`config.mk`:
```
export PLATFORM = sky130hd
export DESIGN_NAME = out_wbuffer
export DESIGN_NICKNAME = d
export VERILOG_FILES = /design/src/rtl/out_wbuffer_pkg.sv /design/src/rtl/wbuf_rowfile.sv /design/src/rtl/out_wbuffer.sv
export SDC_FILE = /design/constraint.sdc
export NUM_CORES = 1
export LEC_CHECK = 0
export ABC_CLOCK_PERIOD_IN_PS = 5700
export BUFFER_PORTS_ARGS = -buffer_cell sky130_fd_sc_hd__buf_2
export CAP_MARGIN = 20
export CORE_MARGIN = 2
export CORE_UTILIZATION = 50
export CTS_CLUSTER_SIZE = 25
export DETAILED_ROUTE_END_ITERATION = 7
export GPL_ROUTABILITY_DRIVEN = 0
export PLACE_DENSITY = 0.71
export REMOVE_ABC_BUFFERS = 1
export SYNTH_ARGS = -nofsm -noshare
export SYNTH_HDL_FRONTEND = slang
export SYNTH_SLANG_ARGS = --single-unit
export TNS_END_PERCENT = 100
```
`constraint.sdc`:
```
create_clock -name CLK -period 5.7 [get_ports CLK]
set_input_delay 0.285 -clock CLK [delete_from_list [all_inputs] [get_ports CLK]]
set_output_delay 0.285 -clock CLK [all_outputs]
set_load 0.02 [all_outputs]
```
`src/rtl/out_wbuffer_pkg.sv`:
```
// Shared definitions for the output write buffer and the output stage that
// consumes it: row geometry, memory depth and the buffer state encoding.
package out_wbuffer_pkg;

  localparam int LANES  = 4;
  localparam int LANE_W = 32;
  localparam int DEPTH  = 16;
  localparam int ROW_W  = LANES * LANE_W;
  localparam int SLOTS  = 4;
  localparam int ADDR_W = $clog2(DEPTH);

  typedef enum logic [2:0] {
    ST_INIT,
    ST_COLLECT,
    ST_HOLD,
    ST_STORE,
    ST_DONE
  } wb_state_e;

  // A tile holds 1..4 rows; 0 encodes a full tile. Codes above 4 cannot be
  // held in the slot file and are treated as a full tile as well.
  function automatic logic [2:0] row_total_map(input logic [2:0] t);
    return ((t == 3'd0) || (t > 3'd4)) ? 3'd4 : t;
  endfunction

endpackage

```
`src/rtl/wbuf_rowfile.sv`:
```
// Four-slot row storage for one tile plus the per-lane accumulate adder used
// on the write side of the read-modify-write.
module wbuf_rowfile #(
  parameter int LANES  = out_wbuffer_pkg::LANES,
  parameter int LANE_W = out_wbuffer_pkg::LANE_W
) (
  input  logic                    CLK,
  input  logic                    RSTN,
  input  logic                    wr_en,
  input  logic [1:0]              wr_idx,
  input  logic [LANES*LANE_W-1:0] wr_data,
  input  logic                    clr,
  input  logic [1:0]              rd_idx,
  input  logic [LANES*LANE_W-1:0] mem_rdata,
  output logic [LANES*LANE_W-1:0] sum
);
  import out_wbuffer_pkg::*;

  logic [LANES*LANE_W-1:0] slot [SLOTS];

  // Slot storage: cleared on reset and after each completed tile.
  always_ff @(posedge CLK or negedge RSTN) begin
    if (!RSTN) begin
      for (int i = 0; i < SLOTS; i++) slot[i] <= '0;
    end else if (clr) begin
      for (int i = 0; i < SLOTS; i++) slot[i] <= '0;
    end else if (wr_en) begin
      slot[wr_idx] <= wr_data;
    end
  end

  // Independent lane adders: each lane wraps modulo 2^LANE_W, no cross-lane carry.
  for (genvar k = 0; k < LANES; k++) begin : g_lane
    assign sum[k*LANE_W +: LANE_W] = mem_rdata[k*LANE_W +: LANE_W]
                                   + slot[rd_idx][k*LANE_W +: LANE_W];
  end

endmodule

```
`src/rtl/out_wbuffer.sv`:
```
// Output write buffer: clears the output memory after reset, collects the
// rows of one tile, then accumulates them into memory with a pipelined
// read-modify-write once the memory bus is granted.
module out_wbuffer #(
  parameter int LANES  = out_wbuffer_pkg::LANES,
  parameter int LANE_W = out_wbuffer_pkg::LANE_W,
  parameter int DEPTH  = out_wbuffer_pkg::DEPTH
) (
  input  logic                       CLK,
  input  logic                       RSTN,
  input  logic                       ROW_VALID,
  input  logic [LANES*LANE_W-1:0]    ROW_DATA,
  input  logic [2:0]                 ROW_TOTAL,
  input  logic                       ACC,
  input  logic [3:0]                 ODST,
  input  logic                       OMSRC,
  output logic [$clog2(DEPTH)-1:0]   MEM_RADDR,
  output logic                       MEM_RE,
  input  logic [LANES*LANE_W-1:0]    MEM_RDATA,
  output logic [$clog2(DEPTH)-1:0]   MEM_WADDR,
  output logic                       MEM_WE,
  output logic [LANES*LANE_W-1:0]    MEM_WDATA,
  output logic                       LOAD_DONE,
  output logic                       STORE_DONE,
  output logic                       INIT_DONE,
  output logic                       OVF
);
  import out_wbuffer_pkg::*;

  localparam int AW = $clog2(DEPTH);

  wb_state_e               state;
  logic [AW:0]             icnt;       // top bit set once all DEPTH entries are cleared (DEPTH is a power of two)
  logic [2:0]              total;
  logic [2:0]              rc;
  logic [AW-1:0]           base;
  logic [2:0]              s;          // STORE cycle index, 0..total
  logic                    re_p0;
  logic [AW-1:0]           raddr_p0;
  logic                    we_p1;
  logic [AW-1:0]           waddr_p1;
  logic [1:0]              widx_p1;
  logic                    load_done;
  logic                    store_done;
  logic                    init_done;
  logic                    ovf;
  logic                    row_wr;
  logic [LANES*LANE_W-1:0] sum;
  logic                    unused_odst;

  assign unused_odst = ^ODST[1:0];
  assign row_wr      = (state == ST_COLLECT) && ROW_VALID && ACC;

  wbuf_rowfile #(
    .LANES  (LANES),
    .LANE_W (LANE_W)
  ) u_rowfile (
    .CLK       (CLK),
    .RSTN      (RSTN),
    .wr_en     (row_wr),
    .wr_idx    (rc[1:0]),
    .wr_data   (ROW_DATA),
    .clr       (state == ST_DONE),
    .rd_idx    (widx_p1),
    .mem_rdata (MEM_RDATA),
    .sum       (sum)
  );

  // Control FSM with registered memory strobes and status pulses.
  always_ff @(posedge CLK or negedge RSTN) begin
    if (!RSTN) begin
      state      <= ST_INIT;
      icnt       <= '0;
      total      <= 3'd4;
      rc         <= '0;
      base       <= '0;
      s          <= '0;
      re_p0      <= 1'b0;
      raddr_p0   <= '0;
      we_p1      <= 1'b0;
      waddr_p1   <= '0;
      widx_p1    <= '0;
      load_done  <= 1'b0;
      store_done <= 1'b0;
      init_done  <= 1'b0;
      ovf        <= 1'b0;
    end else begin
      load_done  <= 1'b0;
      store_done <= 1'b0;
      we_p1      <= 1'b0;
      re_p0      <= 1'b0;
      if (ROW_VALID && ((state == ST_HOLD) || (state == ST_STORE) || (state == ST_DONE)))
        ovf <= 1'b1;
      case (state)
        ST_INIT: begin
          if (!icnt[AW]) begin
            we_p1    <= 1'b1;
            waddr_p1 <= icnt[AW-1:0];
            icnt     <= icnt + 1'b1;
          end else begin
            init_done <= 1'b1;
            total     <= row_total_map(ROW_TOTAL);
            rc        <= '0;
            state     <= ST_COLLECT;
          end
        end
        ST_COLLECT: begin
          if (ROW_VALID && ACC) begin
            rc <= rc + 3'd1;
            if (rc == 3'd0) base <= AW'({ODST[3:2], 2'b00});
            if ((rc + 3'd1) == total) begin
              load_done <= 1'b1;
              state     <= ST_HOLD;
            end
          end
        end
        ST_HOLD: begin
          if (OMSRC) begin
            re_p0    <= 1'b1;
            raddr_p0 <= base;
            s        <= '0;
            state    <= ST_STORE;
          end
        end
        ST_STORE: begin
          // --- stage p0 (read row s) -> stage p1 (write row s) ---
          if (s < total) begin
            we_p1    <= 1'b1;
            waddr_p1 <= base + AW'(s);
            widx_p1  <= s[1:0];
            re_p0    <= ((s + 3'd1) < total);
            raddr_p0 <= base + AW'(s + 3'd1);
            s        <= s + 3'd1;
          end else begin
            store_done <= 1'b1;
            state      <= ST_DONE;
          end
        end
        ST_DONE: begin
          total <= row_total_map(ROW_TOTAL);
          rc    <= '0;
          state <= ST_COLLECT;
        end
        default: state <= ST_INIT;
      endcase
    end
  end

  assign MEM_RE     = re_p0;
  assign MEM_RADDR  = raddr_p0;
  assign MEM_WE     = we_p1;
  assign MEM_WADDR  = waddr_p1;
  assign MEM_WDATA  = (state == ST_STORE) ? sum : '0;
  assign LOAD_DONE  = load_done;
  assign STORE_DONE = store_done;
  assign INIT_DONE  = init_done;
  assign OVF        = ovf;

endmodule
```
==> impl_results.md <==
- Crit share post-route: 93.0%
- Skew-Pair Late Insertion Delay: 0.63 ns
- Post-synth ARST share: 100%
- CP Data Required Time: 5.41 ns
- RR Startpoint: state[0]
- CP max stage delay: 0.73 ns
- Unique masters post-synth: 82
- Initial antenna violation count: 14
- Clk root buf: clkbuf_16
- Post-synthesis sequential area ratio: 43.2%
- RSZ-0062 raised after global routing: no
- Share of layout cells above drive strength 1: 17.9%
- Gr ovfl total: 0
- Final setup viols: 0
- Fin nets: 4385
- Vias per inst: 5.74
- I/O pin cnt: 410
- WHS Endpoint: state[1]
- FILL cells: 5435
- Yosys warns: 0
- Total power: 20.3 mW
- Post-synth EDFFs: 0
- Worst hold-check path type: input pin to register
- First-pass GRT wire length: 150000 um
- Worst Hold Depth: 4
- Area growth syn-to-layout: 19.0%
- Startpoint Class: register
- Synth area leader: dfrtp_1
- Outcome: finished, final reports clean
- R2R Path End: u_rowfile.slot[249]
- Initial DRC count: 2201
- Syn Std Cell Area: 31600 sq um
- GRT Util Overall: 29.1%
- Critical Path End Type: output pin
- Hold Fails Final Rpt: 0
- DR WL met2: 47100 um
- Initial Util: 50.3%
- Min Hold Slack: 0.180 ns
- Remaining antenna violation count: 0
- First-pass DRT Iterations: 6
- Vias in the first global route: 27600
- Synth Instances: 3576
- Die W: 255 um
- Clock transition at the registers of the reported paths: 0.06 ns
- Yosys reg bits: 545
- # rows: 92
- R2R Setup Slk: 2.45 ns
- Met1 Wirelength: 39600 um
- Core ar.: 62700 sq um
- Die Area: 65100 sq um
- Syn avg cell area: 8.82 sq um
- Slew HR: 25.7%
- Layout Cells excl Fill: 4877
- Die Ht: 255 um
- WL met3: 5870 um
- Max layer used: met5
- Fmax: 189 MHz
- Slew Viols, Final: 0
- Critical path class: register to output pin
- Final Skew: 0.0363 ns
- Resized cells post-CTS: 0
- Worst EP arrival: 5.02 ns
- Worst IR Drop VDD: 0.399 mV
- Most frequent cells in the layout: nand2_1, a21oi_1, dfrtp_1, buf_2, nor2_1
- Clk buf depth: 3
- DR vias: 28000
- # DRC: 0
- CTS sink count: 545
- Critical Path Fanout Max: 26
- Routed wire length: 95200 um
- R2r worst-path depth: 7
- MaxCap Viol Count: 0
- TritonCTS clock tree: yes
- IO Port Bufs: 407
- Dpl cells: 4626
- Wire length per cell: 19.5 um
- H-tree Lvls: 2
- TritonCTS buffer count: 57
- Post-DP HPWL: 59200 um
- Yosys top cell area share: 43.1%
- Setup TNS: 0 ns
- Post-layout util: 59.9%
- Commonest register cell after synthesis: dfrtp_1
- Post-route minimum period: 5.30 ns
- PD cells: 539 nW/um^2
- Master of the slowest instance on the critical path: dfrtp_4
- Leakage: 17.7 nW
- Cells along the critical path: buf_12 -> mux4_2 -> ha_1 -> a21oi_2 -> nand2_1 -> or2_1 -> a31oi_1 -> o21ai_1 -> a221oi_2 -> o31ai_2 -> and4b_1 -> o31a_1 -> buf_2
- Measured slew at the worst slew-check pin: 1.11 ns
- Synth area leaders: dfrtp_1, nand2_1, mux4_2, a21oi_1, ha_1
- Largest net degree at the start of global routing: 225
- Postcts setup bufs: 0
- Hold Startpoint: ACC
- Commonest non-fill, non-tap cell in the layout: nand2_1
## what timing repair did
item / 4_1_cts / 5_1_grt
hold buffers: 137 / 0
endpoints found under the hold margin: 616 / 0
endpoints found under the setup margin: 0 / 0
## where the power goes
part	switching [mW]	internal [mW]
clock network	1.59	2.28
logic	5.73	4.54
registers	0.845	5.27
total	8.17	12.1
## logic make-up after synthesis
logic type               share of synthesized area (%)
XOR/XNOR                                          2.97
AO/OA/AOI/OAI                                     15.7
buffers and inverters                             3.56
flip-flops                                        43.2
multiplexers                                      9.57
adder cells (fa/ha/maj)                           5.65
AND/OR/NAND/NOR                                   19.4
## Yosys cell counts, types with 5 or more instances
cell and instances:
a21boi_0 6, a211o_1 6, o21a_1 13, o21bai_1 10
nor2b_1 16, buf_2 44, a21oi_1 572, or2_2 7
nor3_1 31, dfrtp_1 544, mux2_2 5, ha_1 136
buf_1 25, o31ai_1 5, inv_1 44, a21o_1 74
and2_1 15, o21ai_1 6, xnor2_1 63, o31a_1 5
nand4_1 17, a31oi_1 16, o21ai_0 79, and3_1 15
nor2_1 161, nand2_1 1113, nand3_1 85, xor2_1 44
nand2b_1 15, o211ai_1 13, clkbuf_1 168, mux2i_1 8
mux4_2 128, nand3b_1 5
## worst max-delay path: cells and delay by family (launching register included)
kind	cells	cell delay (ns)
DFF	1	0.73
AOI/OAI and AO/OA	6	1.62
muxes	1	0.57
buffers and inverters	2	0.45
adders and majority gates	1	0.40
and+or+nand+nor	3	0.55
## stage by stage
stage | worst slack (ns) | instance area [sq um]
floorplan | -18.63 | 30600
global placement | 1.12 | 34200
detailed placement | 1.07 | 34200
CTS | 0.373 | 37500
global route | 0.156 | 37600
finish | 0.397 | 37600
## per-layer routing
metal  up-vias  global-route usage, %
met5         -                      0
met4         6                   9.72
met3       179                   4.43
met2       961                   49.3
met1     13700                   38.2
li1      13100                      -
## state kept, by name (all words and copies together) (netlist names), 3 cells and up
name and cells:
total 3, rc 3, state 3, MEM_WADDR 4, icnt 5, u_rowfile.slot 512, s 3
## layout make-up
type	count	area, sq um	area share [%]
Multi-Input combinational cell	2748	16900	44.9
Sequential cell	545	13600	36.3
Timing Repair Buffer	581	3870	10.3
Clock buffer	82	1700	4.53
Tap cell	846	1060	2.82
Clock inverter	19	233	0.620
Inverter	44	165	0.440
Antenna cell	12	30.0	0.0799
## worst max-delay path by stage
stage	from	end	slack [ns]	depth (start not counted)
3_5_place_dp	widx_p1[0]	MEM_WDATA[62]	1.07	13
6_report	widx_p1[0]	MEM_WDATA[62]	0.40	13
2_1_floorplan	state[1]	OVF	-18.63	3
4_1_cts	widx_p1[0]	MEM_WDATA[62]	0.37	13
5_1_grt	widx_p1[0]	MEM_WDATA[62]	0.16	13
3_3_place_gp	widx_p1[0]	MEM_WDATA[62]	1.12	13
No activity file was read; power rests on OpenSTA's default activity.
